## src/rtl/fetch_queue_if.sv

```systemverilog
// Handshake bundle between the fetcher, the instruction queue and decode.
// The master side is the fetcher/decode pair; the slave side is the queue.
interface fetch_queue_if #(
  parameter int bits  = 32,
  parameter int DEPTH = 4
);
  localparam int CW = $clog2(DEPTH + 1);

  logic            flush;
  logic            in_valid;
  logic            in_ready;
  logic [bits-1:0] in_pc;
  logic [bits-1:0] in_instr;
  logic            out_valid;
  logic            out_ready;
  logic [bits-1:0] out_pc;
  logic [bits-1:0] out_instr;
  logic [CW-1:0]   count;

  modport master (
    output flush, in_valid, in_pc, in_instr, out_ready,
    input  in_ready, out_valid, out_pc, out_instr, count
  );

  modport slave (
    input  flush, in_valid, in_pc, in_instr, out_ready,
    output in_ready, out_valid, out_pc, out_instr, count
  );
endinterface

```

## src/rtl/fetch_queue.sv

```systemverilog
// Instruction queue between fetch and decode: buffers {pc, instr} pairs,
// back-pressures the fetcher, shows a NOP when empty and clears on redirect.
module fetch_queue #(
  parameter int              bits  = 32,
  parameter int              DEPTH = 4,
  parameter logic [bits-1:0] NOP   = 32'h0000_0013
) (
  input  logic          clk,
  input  logic          rst,
  fetch_queue_if.slave  q
);
  localparam int PW = $clog2(DEPTH);
  localparam int CW = $clog2(DEPTH + 1);

  logic [2*bits-1:0] mem [DEPTH];
  logic [PW-1:0]     wr_ptr;
  logic [PW-1:0]     rd_ptr;
  logic [CW-1:0]     count_q;
  logic              full;
  logic              not_empty;
  logic              push;
  logic              pop;
  logic [2*bits-1:0] head;

  // Readiness looks only at occupancy, so a full queue never admits a push
  // even when decode drains the head in the same cycle.
  assign full      = (count_q == CW'(DEPTH));
  assign not_empty = (count_q != '0);
  assign push      = q.in_valid & ~full & ~q.flush;
  assign pop       = not_empty & q.out_ready & ~q.flush;
  assign head      = mem[rd_ptr];

  assign q.in_ready  = ~full;
  assign q.out_valid = not_empty;
  assign q.count     = count_q;
  assign q.out_pc    = not_empty ? head[2*bits-1:bits] : '0;
  assign q.out_instr = not_empty ? head[bits-1:0]      : NOP;

  always_ff @(posedge clk or negedge rst) begin
    if (!rst) begin
      wr_ptr  <= '0;
      rd_ptr  <= '0;
      count_q <= '0;
    end else if (q.flush) begin
      wr_ptr  <= '0;
      rd_ptr  <= '0;
      count_q <= '0;
    end else begin
      if (push) wr_ptr <= wr_ptr + 1'b1;
      if (pop)  rd_ptr <= rd_ptr + 1'b1;
      if (push && !pop)      count_q <= count_q + 1'b1;
      else if (pop && !push) count_q <= count_q - 1'b1;
    end
  end

  // Storage is not reset; pointers alone define which entries are live.
  always_ff @(posedge clk) begin
    if (push) mem[wr_ptr] <= {q.in_pc, q.in_instr};
  end
endmodule

```

## src/flat_wrapper.sv

```systemverilog
// flat-port wrapper written by rule: the top's interface ports become plain ports
module fetch_queue_flat 
#(
  parameter int              bits  = 32,
  parameter int              DEPTH = 4,
  parameter logic [bits-1:0] NOP   = 32'h0000_0013
)
  (clk, rst, q_flush, q_in_valid, q_in_pc, q_in_instr, q_out_ready, q_in_ready, q_out_valid, q_out_pc, q_out_instr, q_count);
  fetch_queue_if #(.bits(bits), .DEPTH(DEPTH)) q_i ();
  input  logic clk;
  input  logic rst;
  input wire logic [$bits(q_i.flush)-1:0] q_flush;
  input wire logic [$bits(q_i.in_valid)-1:0] q_in_valid;
  input wire logic [$bits(q_i.in_pc)-1:0] q_in_pc;
  input wire logic [$bits(q_i.in_instr)-1:0] q_in_instr;
  input wire logic [$bits(q_i.out_ready)-1:0] q_out_ready;
  output wire logic [$bits(q_i.in_ready)-1:0] q_in_ready;
  output wire logic [$bits(q_i.out_valid)-1:0] q_out_valid;
  output wire logic [$bits(q_i.out_pc)-1:0] q_out_pc;
  output wire logic [$bits(q_i.out_instr)-1:0] q_out_instr;
  output wire logic [$bits(q_i.count)-1:0] q_count;
  assign q_i.flush = q_flush;
  assign q_i.in_valid = q_in_valid;
  assign q_i.in_pc = q_in_pc;
  assign q_i.in_instr = q_in_instr;
  assign q_i.out_ready = q_out_ready;
  assign q_in_ready = q_i.in_ready;
  assign q_out_valid = q_i.out_valid;
  assign q_out_pc = q_i.out_pc;
  assign q_out_instr = q_i.out_instr;
  assign q_count = q_i.count;
  fetch_queue #(.bits(bits), .DEPTH(DEPTH), .NOP(NOP)) u_core (.clk(clk), .rst(rst), .q(q_i));
endmodule
```

## config.mk

```make
export PLATFORM = sky130hd
export DESIGN_NAME = fetch_queue_flat
export DESIGN_NICKNAME = d
export VERILOG_FILES = /design/src/rtl/fetch_queue_if.sv /design/src/rtl/fetch_queue.sv /design/src/flat_wrapper.sv
export SDC_FILE = /design/constraint.sdc
export NUM_CORES = 1
export LEC_CHECK = 0
export ABC_CLOCK_PERIOD_IN_PS = 3800
export CAP_MARGIN = 15
export CORE_MARGIN = 2
export CORE_UTILIZATION = 50
export CTS_CLUSTER_DIAMETER = 80
export CTS_CLUSTER_SIZE = 20
export DETAILED_ROUTE_END_ITERATION = 16
export HOLD_SLACK_MARGIN = 0.08
export MAX_ROUTING_LAYER = met4
export PLACE_DENSITY = 0.7
export RECOVER_POWER = 25
export REMOVE_ABC_BUFFERS = 1
export SLEW_MARGIN = 20
export SYNTH_ARGS = -nofsm -noshare
export SYNTH_HDL_FRONTEND = slang
export SYNTH_SLANG_ARGS = --single-unit
```

## constraint.sdc

```tcl
create_clock -name clk -period 3.8 [get_ports clk]
set_input_delay 0.76 -clock clk [delete_from_list [all_inputs] [get_ports clk]]
set_output_delay 0.76 -clock clk [all_outputs]
set_load 0.005 [all_outputs]
```

==> out/results.ini, run 1 <==
[place]
hpwl_um = 11500
place_congestion = 0.721
dp.cells = 865
port_buffers = 137

[synthesis]
async_flop_share = 0.0266
yosysMostFrequentCell = edfxtp_1
synth_common_cells = edfxtp_1 (256), and2_1 (66), mux4_2 (64)
syn_avg_cell_area_um2 = 21.9
synth_top_area_share = 0.755
ys_types = 27
syn_area_um2 = 10200
yosysTopAreaCell = edfxtp_1
ys_seq_area_frac = 0.773
synth_edf_count = 256
synth_seq_cells = 263
yosys_warnings = 0
yosys-top-cells-area = edfxtp_1 (76%), mux4_2 (14%), and2_1 (4.1%), dfrtp_1 (1.7%), buf_2 (0.59%)
synth_cells = 465
ys.flop_type = edfxtp_1

[min_path]
min_path_type = register to register
hp-start = u_core.wr_ptr[1]$_DFFE_PN0P_

[die]
core_area_um2 = 20100
die_x_um = 147
fp-row-count = 52
die_area_um2 = 21500
start_util = 0.506
ios = 138
die_h_um = 147

[global_route]
grt_pass1_wl_um = 29600
track_usage = 0.186
grt_overflow = 0
antenna_found_initial = 4
grt_pass1_vias = 5273
grt_max_degree = 55

[cells_and_area]
nets = 688
area_delta_synth_final_pct = 21.7
regArea_um2 = 7870
final-instance-count-excl-fill = 893
multi_input_area_um2 = 2160
drive_gt1_frac = 0.174
utilization = 0.616
fillerInstances = 1404

[pwr]
p_per_area_nw_per_um2 = 632
power.leakage_uw = 0.00393
ir_drop_v = 0.000455

[clock_tree]
cts_tree = done
cts_buffer_depth = 3
postCtsHoldBufs = 0
postCtsSetupBuffers = 0
htreeDepth = 1
numCtsBuffers = 17
clkTransAtPathRegs_ns = 0.09
clock_sinks = 263
clk_latency_ns = 0.49
root_buffer = clkbuf_16
cts.repair.resized = 0

[job]
maxCapViolations = 0

[critical_path]
path_cells = nor3_1, inv_2, buf_4, and2_1, clkdlybuf4s50_1
cp-start-kind = register
path_class = register to output pin
cp_max_fo = 54
endpoint_kind = output pin
required_ns = 3.04
reg2reg_from = u_core.q.count[0]$_DFFE_PN0P_
slowest_delay_ns = 0.68
startpoint = u_core.q.count[0]$_DFFE_PN0P_
cpMaxStageDelayCell = inv_2
critical_path_arrival_ns = 2.77

[sta]
fin_crit_ns = 3.53
period_share = 0.929
report.final.setup_viol = 0
rsz0062_at_grt = no
relSlewSlack = 0.395
slew_violations = 0
hold_viol = 0
finalClockSkew_ns = 0.0111
max_freq_ghz = 0.283
worst_pin_slew_ns = 0.906

[route]
ant_nets = 0
wl_per_cell_um = 21.0
remaining_drc_errors = 0
drt-pass1-iter-count = 4
vias = 4817
first_iter_violations = 323
drt-total-wl_um = 18800
viasPerCell = 5.39

[outcome]
outcome = finished, final reports clean

## placed cells by master (no fill, tap or decap)
master / synthesis / final
a21boi_0: 1 / 1
a21oi_1: 1 / 1
a221oi_1: 1 / 1
a311oi_1: 1 / 1
a31oi_1: 1 / 1
and2_1: 66 / 62
and2_4: 0 / 4
and3b_1: 1 / 1
buf_12: 0 / 1
buf_4: 0 / 17
clkbuf_1: 8 / 5
clkbuf_16: 0 / 17
clkdlybuf4s50_1: 0 / 99
dfrtp_1: 7 / 5
dfrtp_4: 0 / 2
diode_2: 0 / 4
dlygate4sd3_1: 0 / 38
edfxtp_1: 256 / 256
fa_1: 1 / 1
ha_1: 4 / 4
inv_1: 5 / 4
inv_16: 0 / 1
inv_2: 0 / 1
inv_6: 0 / 1
mux4_2: 64 / 64
nand2_1: 5 / 5
nand3_1: 2 / 2
nor2_1: 7 / 7
nor3_1: 2 / 2
nor4b_1: 1 / 1
o21ai_0: 3 / 3
o311a_1: 1 / 1
or2_1: 3 / 3
or3b_1: 1 / 1
xnor2_1: 2 / 2
xor2_1: 4 / 4
## registers in the layout (all words and copies together), names as in the netlist
| register | flops |
|---|---|
| u_core.rd_ptr | 2 |
| u_core.mem | 256 |
| u_core.wr_ptr | 2 |
| u_core.q.count | 3 |
## through the flow
step / area, µm² / power, µW / setup TNS (ns) / worst slack, ns / hold slack, ns
after floorplan: 10000 / 4850 / -24.20 / -0.426 / 0.464
final: 12400 / 7820 / 0 / 0.268 / 0.609
after global routing: 12400 / 8230 / 0 / 0.0800 / 0.639
after CTS: 12400 / 7950 / 0 / 0.206 / 0.544
after detailed placement: 11900 / 6240 / 0 / 0.522 / 0.586
after global placement: 11900 / 6200 / 0 / 0.550 / 0.569
## worst paths after layout
kind,slack [ns],depth (start not counted),end
max,0.27,5,q_out_pc[15]
min,0.61,2,u_core.wr_ptr[1]$_DFFE_PN0P_
max reg2reg,0.82,8,u_core.q.count[1]$_DFFE_PN0P_
min reg2reg,0.61,2,u_core.wr_ptr[1]$_DFFE_PN0P_
max in group asynchronous,2.89,1,u_core.rd_ptr[1]$_DFFE_PN0P_
min in group asynchronous,0.62,1,u_core.q.count[2]$_DFFE_PN0P_
## metal layers
layer  up-vias  part of all wire  GRT usage
met2       149              0.50      0.304
met4         0             0.013     0.0398
li1       2165                 -          -
met1      2479              0.43      0.251
met3        24             0.060     0.0341
met5         -                 0          -
## cells by family after synthesis
group | synth area share
compound gates | 0.00602
buf+inv | 0.0162
simple gates | 0.0514
xor+xnor | 0.00516
fa+ha+maj | 0.00689
flops | 0.773
mux | 0.142
## worst max-delay path: cells and delay by family, from the launching register on
kind / cells / cell delay, ns
buffers and inverters: 3 / 1.47
DFF: 1 / 0.53
and+or+nand+nor: 2 / 0.27
## where the power goes
group / switching [µW] / total, µW / leakage (µW) / internal (µW)
clock: 873 / 1710 / 0.000230 / 838
sequential: 131 / 3510 / 0.00241 / 3380
combinational: 1030 / 2600 / 0.00129 / 1570
total: 2040 / 7820 / 0.00393 / 5790
## area by class of cell
class | count | share of cell area
clock buffer | 22 | 0.0359
sequential | 263 | 0.635
clock inverter | 2 | 0.00232
multi-input combinational | 172 | 0.174
antenna | 4 | 0.000808
tap | 270 | 0.0273
timing repair buffer | 155 | 0.123
inverter | 5 | 0.00152
(Power assumes the default switching activity.)
==> inputs of run 2 (changes only) <==
Settings changed: CORE_MARGIN 2 to 5.
==> run 2 against run 1 <==
  * Combinational power hardly changed
  * Via count down 0.69%
  * Critical path depth down 1
  * First-iteration DRC count is 12% lower
  * Clock skew up 0.0073 ns
  * Critical path type unchanged
==> out/results.ini, run 2 (synthesized netlist as in run 1, its figures left out) <==
[outcome]
outcome = finished, final reports clean  ; unchanged

[critical_path]
cp-endpoint = q_out_instr[10]  ; was q_out_pc[15]
required_ns = 3.04  ; about the same
rr_worst_depth = 8  ; unchanged
cp_max_fo = 65  ; was 54
cpMaxStageDelayCell = inv_2  ; unchanged
endpoint_kind = output pin  ; unchanged
path_cells = nor3_1, inv_2, and2_1, clkdlybuf4s50_1  ; was nor3_1, inv_2, buf_4, and2_1, clkdlybuf4s50_1
critical_path_arrival_ns = 2.66  ; was 2.77 ns
r2r-end = u_core.q.count[1]$_DFFE_PN0P_  ; unchanged
slowest_delay_ns = 0.75  ; was 0.68 ns
cp-start-kind = register  ; unchanged
path_class = register to output pin  ; unchanged
startpoint = u_core.q.count[0]$_DFFE_PN0P_  ; unchanged
rrSetupSlack_ns = 0.74  ; was 0.82 ns
reg2reg_from = u_core.q.count[0]$_DFFE_PN0P_  ; unchanged

[route]
top_layer_used = met4  ; unchanged
wl_met1_um = 7660  ; was 8040 µm
drt-total-wl_um = 18600  ; was 18800 µm
drt-pass1-iter-count = 4  ; unchanged
wl_per_cell_um = 20.9  ; was 21.0 µm
wl_met2_um = 9500  ; was 9340 µm
dr_wl_met3_um = 1080  ; was 1120 µm
first_iter_violations = 285  ; was 323
viasPerCell = 5.38  ; was 5.39
remaining_drc_errors = 0  ; unchanged
ant_nets = 0  ; unchanged
vias = 4784  ; was 4817

[global_route]
grt_max_degree = 66  ; was 55
antenna_found_initial = 5  ; was 4
track_usage = 0.165  ; was 0.186
grt_pass1_wl_um = 29700  ; was 29600 µm
grt_pass1_vias = 5306  ; was 5273
grt_overflow = 0  ; unchanged

[die]
start_util = 0.505  ; was 0.506
fp-row-count = 52  ; unchanged
die_area_um2 = 23300  ; was 21500 µm²
core_area_um2 = 20200  ; was 20100 µm²
die_h_um = 153  ; was 147 µm
ios = 138  ; unchanged
die_x_um = 153  ; was 147 µm

[sta]
relSlewSlack = 0.325  ; was 0.395
max_freq_ghz = 0.293  ; was 0.283 GHz
period_share = 0.900  ; was 0.929
hold_viol = 0  ; unchanged
whs_ns = 0.592  ; was 0.609 ns
slew_violations = 0  ; unchanged
rsz0062_at_grt = no  ; unchanged
finalClockSkew_ns = 0.0184  ; was 0.0111 ns
fin_crit_ns = 3.42  ; was 3.53 ns
report.final.setup_viol = 0  ; unchanged
worst_pin_slew_ns = 1.01  ; was 0.906 ns

[clock_tree]
clkTransAtPathRegs_ns = 0.08  ; was 0.09 ns
postCtsHoldBufs = 0  ; unchanged
clock_sinks = 263  ; unchanged
postCtsSetupBuffers = 0  ; unchanged
clk_latency_ns = 0.49  ; about the same
htreeDepth = 1  ; unchanged
cts_buffer_depth = 3  ; unchanged
numCtsBuffers = 17  ; unchanged
root_buffer = clkbuf_16  ; unchanged
cts.repair.resized = 0  ; unchanged
cts_tree = done  ; unchanged

[pwr]
power.leakage_uw = 0.00391  ; was 0.00393 µW
p_per_area_nw_per_um2 = 631  ; was 632 nW/µm²
ir_drop_v = 0.000492  ; was 0.000455 V
power_uw = 7830  ; was 7820 µW

[place]
placed_cell_area_um2 = 11900  ; about the same
place_congestion = 0.762  ; was 0.721
port_buffers = 137  ; unchanged
hpwl_um = 11600  ; was 11500 µm
dp.cells = 860  ; was 865

[cells_and_area]
nets = 683  ; was 688
final_cell_mix = edfxtp_1 (256), clkdlybuf4s50_1 (99), mux4_2 (64), and2_1 (62), dlygate4sd3_1 (38)  ; unchanged
layout_commonest_cell = edfxtp_1  ; unchanged
drive_gt1_frac = 0.168  ; was 0.174
largest-register = u_core.mem  ; unchanged
multi_input_area_um2 = 2160  ; unchanged
area_delta_synth_final_pct = 22.0  ; was 21.7%
final-instance-count-excl-fill = 889  ; was 893
regArea_um2 = 7870  ; unchanged
largest_reg_flops = 256  ; unchanged
fillerInstances = 1448  ; was 1404
stdcell_area_um2 = 12400  ; about the same

[min_path]
min_path_type = register to register  ; unchanged

[job]
maxCapViolations = 0  ; unchanged

-- run 2: cell types whose count changed in the layout (fill, tap and decap cells not counted), sizes merged --
cell,previous run,this run
buf,18,13
diode,4,5
-- run 2: how the worst min path moves through the flow --
stage / start / to / depth (start not counted)
4_1_cts: rst / u_core.q.count[1]$_DFFE_PN0P_ / 1
2_1_floorplan: rst / u_core.q.count[0]$_DFFE_PN0P_ / 0
3_5_place_dp: u_core.wr_ptr[1]$_DFFE_PN0P_ / u_core.wr_ptr[1]$_DFFE_PN0P_ / 2
5_1_grt: rst / u_core.q.count[1]$_DFFE_PN0P_ / 1
3_3_place_gp: u_core.wr_ptr[1]$_DFFE_PN0P_ / u_core.wr_ptr[1]$_DFFE_PN0P_ / 2
6_report: u_core.wr_ptr[1]$_DFFE_PN0P_ / u_core.wr_ptr[1]$_DFFE_PN0P_ / 2
-- run 2: worst max-delay path, delay by kind of cell (launching register included) --
kind	cells	cell delay, ns
flip-flops	1	0.50
buffers and inverters	2	1.26
AND/OR/NAND/NOR	2	0.39
-- run 2: stage by stage --
step	TNS, ns	setup slack, ns	utilization
after CTS	0	0.297	0.615
after detailed placement	0	0.498	0.591
after floorplan	-24.20	-0.426	-
after global placement	0	0.602	0.591
final	0	0.382	0.615
after global routing	0	0.151	0.615
-- run 2: per-layer routing --
metal  GRT usage  vias up
li1            -     2154
met2       0.276      146
met4      0.0365        0
met1       0.211     2456
met3      0.0355       28
met5           -        -
-- run 2: power breakdown --
part           switching [µW]  leakage, µW  internal (µW)
clock                     884     0.000227            835
combinational            1040      0.00127           1570
sequential                120      0.00241           3380
total                    2040      0.00391           5790
-- run 2: layout make-up --
type | instances | share of cell area
clock buffers | 22 | 0.0358
diodes | 5 | 0.00101
well taps | 270 | 0.0272
inverters | 5 | 0.00151
clock inverters | 2 | 0.00202
flip-flops and latches | 263 | 0.634
multi-input cells | 172 | 0.174
repair buffers | 150 | 0.124
==> inputs of run 3 (changes only) <==
Settings changed: ABC_CLOCK_PERIOD_IN_PS 3800 to 4000, CORE_MARGIN 5 to unset.
Clock period 3.8 ns to 4 ns, I/O delays scaled along.
==> run 3 against run 2 <==
  * Die area fell by 10%
  * Clock-buffer cell count is 1 higher
  * Non-clock buffer count fell by 1
  * Sequential share of layout area is essentially flat
  * Highest routed layer unchanged
  * Total power down 5.3%
  * Clock skew decreased by 0.0035 ns
  * Setup slack gained 0.12 ns
  * First-iteration DRC count fell by 2.8%
  * Sequential cell count stayed put
  * Cell count is 0.79% lower
  * Largest power group unchanged
  * Utilization increased by 1.4 points
==> out/results.ini, run 3 (synthesized netlist as in run 1, its figures left out) <==
[global_route]
grt_most_used_layer = met2  ; unchanged
use_met2 = 0.316  ; was 0.276
track_usage = 0.190  ; was 0.165
grt_overflow = 0  ; unchanged
met3_usage = 0.0290  ; was 0.0355
grt_pass1_vias = 5151  ; was 5306
antenna_found_initial = 2  ; was 5
grt_pass1_wl_um = 28100  ; was 29700 µm
grt_max_degree = 66  ; unchanged
grt_util_met1 = 0.250  ; was 0.211

[critical_path]
required_ns = 3.20  ; was 3.04 ns
cp-start-kind = register  ; unchanged
cpMaxStageDelayCell = dfrtp_1  ; was inv_2
critPathTopFamily = buffers and inverters  ; unchanged
cp_max_fo = 65  ; unchanged
endpoint_kind = output pin  ; unchanged
path_class = register to output pin  ; unchanged
path_cells = nor3_1, inv_2, and2_1, clkdlybuf4s50_1  ; unchanged
slowest_delay_ns = 0.48  ; was 0.75 ns
worst-path-buf-inv = 2  ; unchanged
critical_path_arrival_ns = 2.70  ; was 2.66 ns

[route]
first_iter_violations = 277  ; was 285
wl_per_cell_um = 20.6  ; was 20.9 µm
remaining_drc_errors = 0  ; unchanged
vias = 4799  ; was 4784
drt-total-wl_um = 18200  ; was 18600 µm
drt-pass1-iter-count = 4  ; unchanged
ant_nets = 0  ; unchanged
viasPerCell = 5.44  ; was 5.38

[clock_tree]
clock_sinks = 263  ; unchanged
postCtsSetupBuffers = 0  ; unchanged
clk_latency_ns = 0.48  ; was 0.49 ns
cts.repair.resized = 0  ; unchanged
numCtsBuffers = 17  ; unchanged
clkTransAtPathRegs_ns = 0.08  ; about the same
root_buffer = clkbuf_16  ; unchanged
htreeDepth = 1  ; unchanged
postCtsHoldBufs = 0  ; unchanged
cts_tree = done  ; unchanged
cts_buffer_depth = 3  ; unchanged

[die]
die_area_um2 = 20900  ; was 23300 µm²
die_h_um = 145  ; was 153 µm
die_x_um = 145  ; was 153 µm
ios = 138  ; unchanged
core_area_um2 = 19700  ; was 20200 µm²
start_util = 0.516  ; was 0.505
fp-row-count = 51  ; was 52

[sta]
hold_viol = 0  ; unchanged
period_share = 0.875
worst_pin_slew_ns = 0.969  ; was 1.01 ns
finalClockSkew_ns = 0.0149  ; was 0.0184 ns
report.final.setup_viol = 0  ; unchanged
rsz0062_at_grt = no  ; unchanged
relSlewSlack = 0.354  ; was 0.325
fin_crit_ns = 3.50
slew_violations = 0  ; unchanged
final.setup.worst_slack_ns = 0.501  ; was 0.382 ns
max_freq_ghz = 0.286

[cells_and_area]
nets = 682  ; was 683
largest_reg_flops = 256  ; unchanged
drive_gt1_frac = 0.165  ; was 0.168
area_delta_synth_final_pct = 21.9  ; was 22.0%
final_cell_mix = edfxtp_1 (256), clkdlybuf4s50_1 (98), mux4_2 (64), and2_1 (62), dlygate4sd3_1 (39)  ; was edfxtp_1 (256), clkdlybuf4s50_1 (99), mux4_2 (64), and2_1 (62), dlygate4sd3_1 (38)
layout_commonest_cell = edfxtp_1  ; unchanged
largest-register = u_core.mem  ; unchanged

[min_path]
min_path_type = register to register  ; unchanged

[outcome]
outcome = finished, final reports clean  ; unchanged

[pwr]
ir_drop_v = 0.000366  ; was 0.000492 V
power_uw = 7420  ; was 7830 µW
p_per_area_nw_per_um2 = 598  ; was 631 nW/µm²
power.leakage_uw = 0.00391  ; about the same

[place]
place_ws_ns = 0.682  ; was 0.498 ns
hpwl_um = 11100  ; was 11600 µm
place_congestion = 0.755  ; was 0.762
port_buffers = 137  ; unchanged

[job]
maxCapViolations = 0  ; unchanged

[run 3: per-layer routing]
layer	vias to the layer above	wire [µm]
met5	-	0
met4	0	281
met3	23	918
met2	129	9240
met1	2492	7730
li1	2155	-
[run 3: cell type report]
cell class	instances	area, µm²
well taps	265	332
multi-input cells	172	2160
fillers	1367	7310
clock inverters	1	20.0
inverters	5	18.8
flip-flops and latches	263	7870
repair buffers	149	1550
clock buffers	23	448
diodes	4	10.0
[run 3: worst paths after layout]
kind                                                from                             to  slack [ns]  cells after the start
setup reg to reg           u_core.q.count[0]$_DFFE_PN0P_  u_core.q.count[1]$_DFFE_PN0P_        1.01                      8
hold / removal              u_core.wr_ptr[1]$_DFFE_PN0P_   u_core.wr_ptr[1]$_DFFE_PN0P_        0.59                      2
min in group asynchronous                            rst   u_core.rd_ptr[0]$_DFFE_PN0P_        0.64                      1
max in group asynchronous                            rst   u_core.rd_ptr[1]$_DFFE_PN0P_        3.08                      1
hold reg to reg             u_core.wr_ptr[1]$_DFFE_PN0P_   u_core.wr_ptr[1]$_DFFE_PN0P_        0.59                      2
setup / recovery           u_core.q.count[0]$_DFFE_PN0P_                 q_out_instr[2]        0.50                      4
[run 3: report_power, final]
group | internal, µW | total, µW | switching, µW | leakage, µW
Combinational | 1500 | 2450 | 950 | 0.00127
Clock | 795 | 1630 | 832 | 0.000226
Sequential | 3210 | 3340 | 131 | 0.00241
[run 3: per-stage QoR]
stage	hold slack, ns	area (µm²)	util	std cells	TNS (ns)
detailed placement	0.583	11900	0.605	854	0
finish	0.591	12400	0.629	882	0
floorplan	0.504	10000	-	440	-13.96
CTS	0.569	12400	0.629	878	0
global placement	0.567	11900	0.605	854	0
global route	0.634	12400	0.629	880	0
[run 3: worst min-delay path: stages (launching register included)]
cell     delay, ns
dfrtp_1       0.42
nand2_1       0.07
a21oi_1       0.06
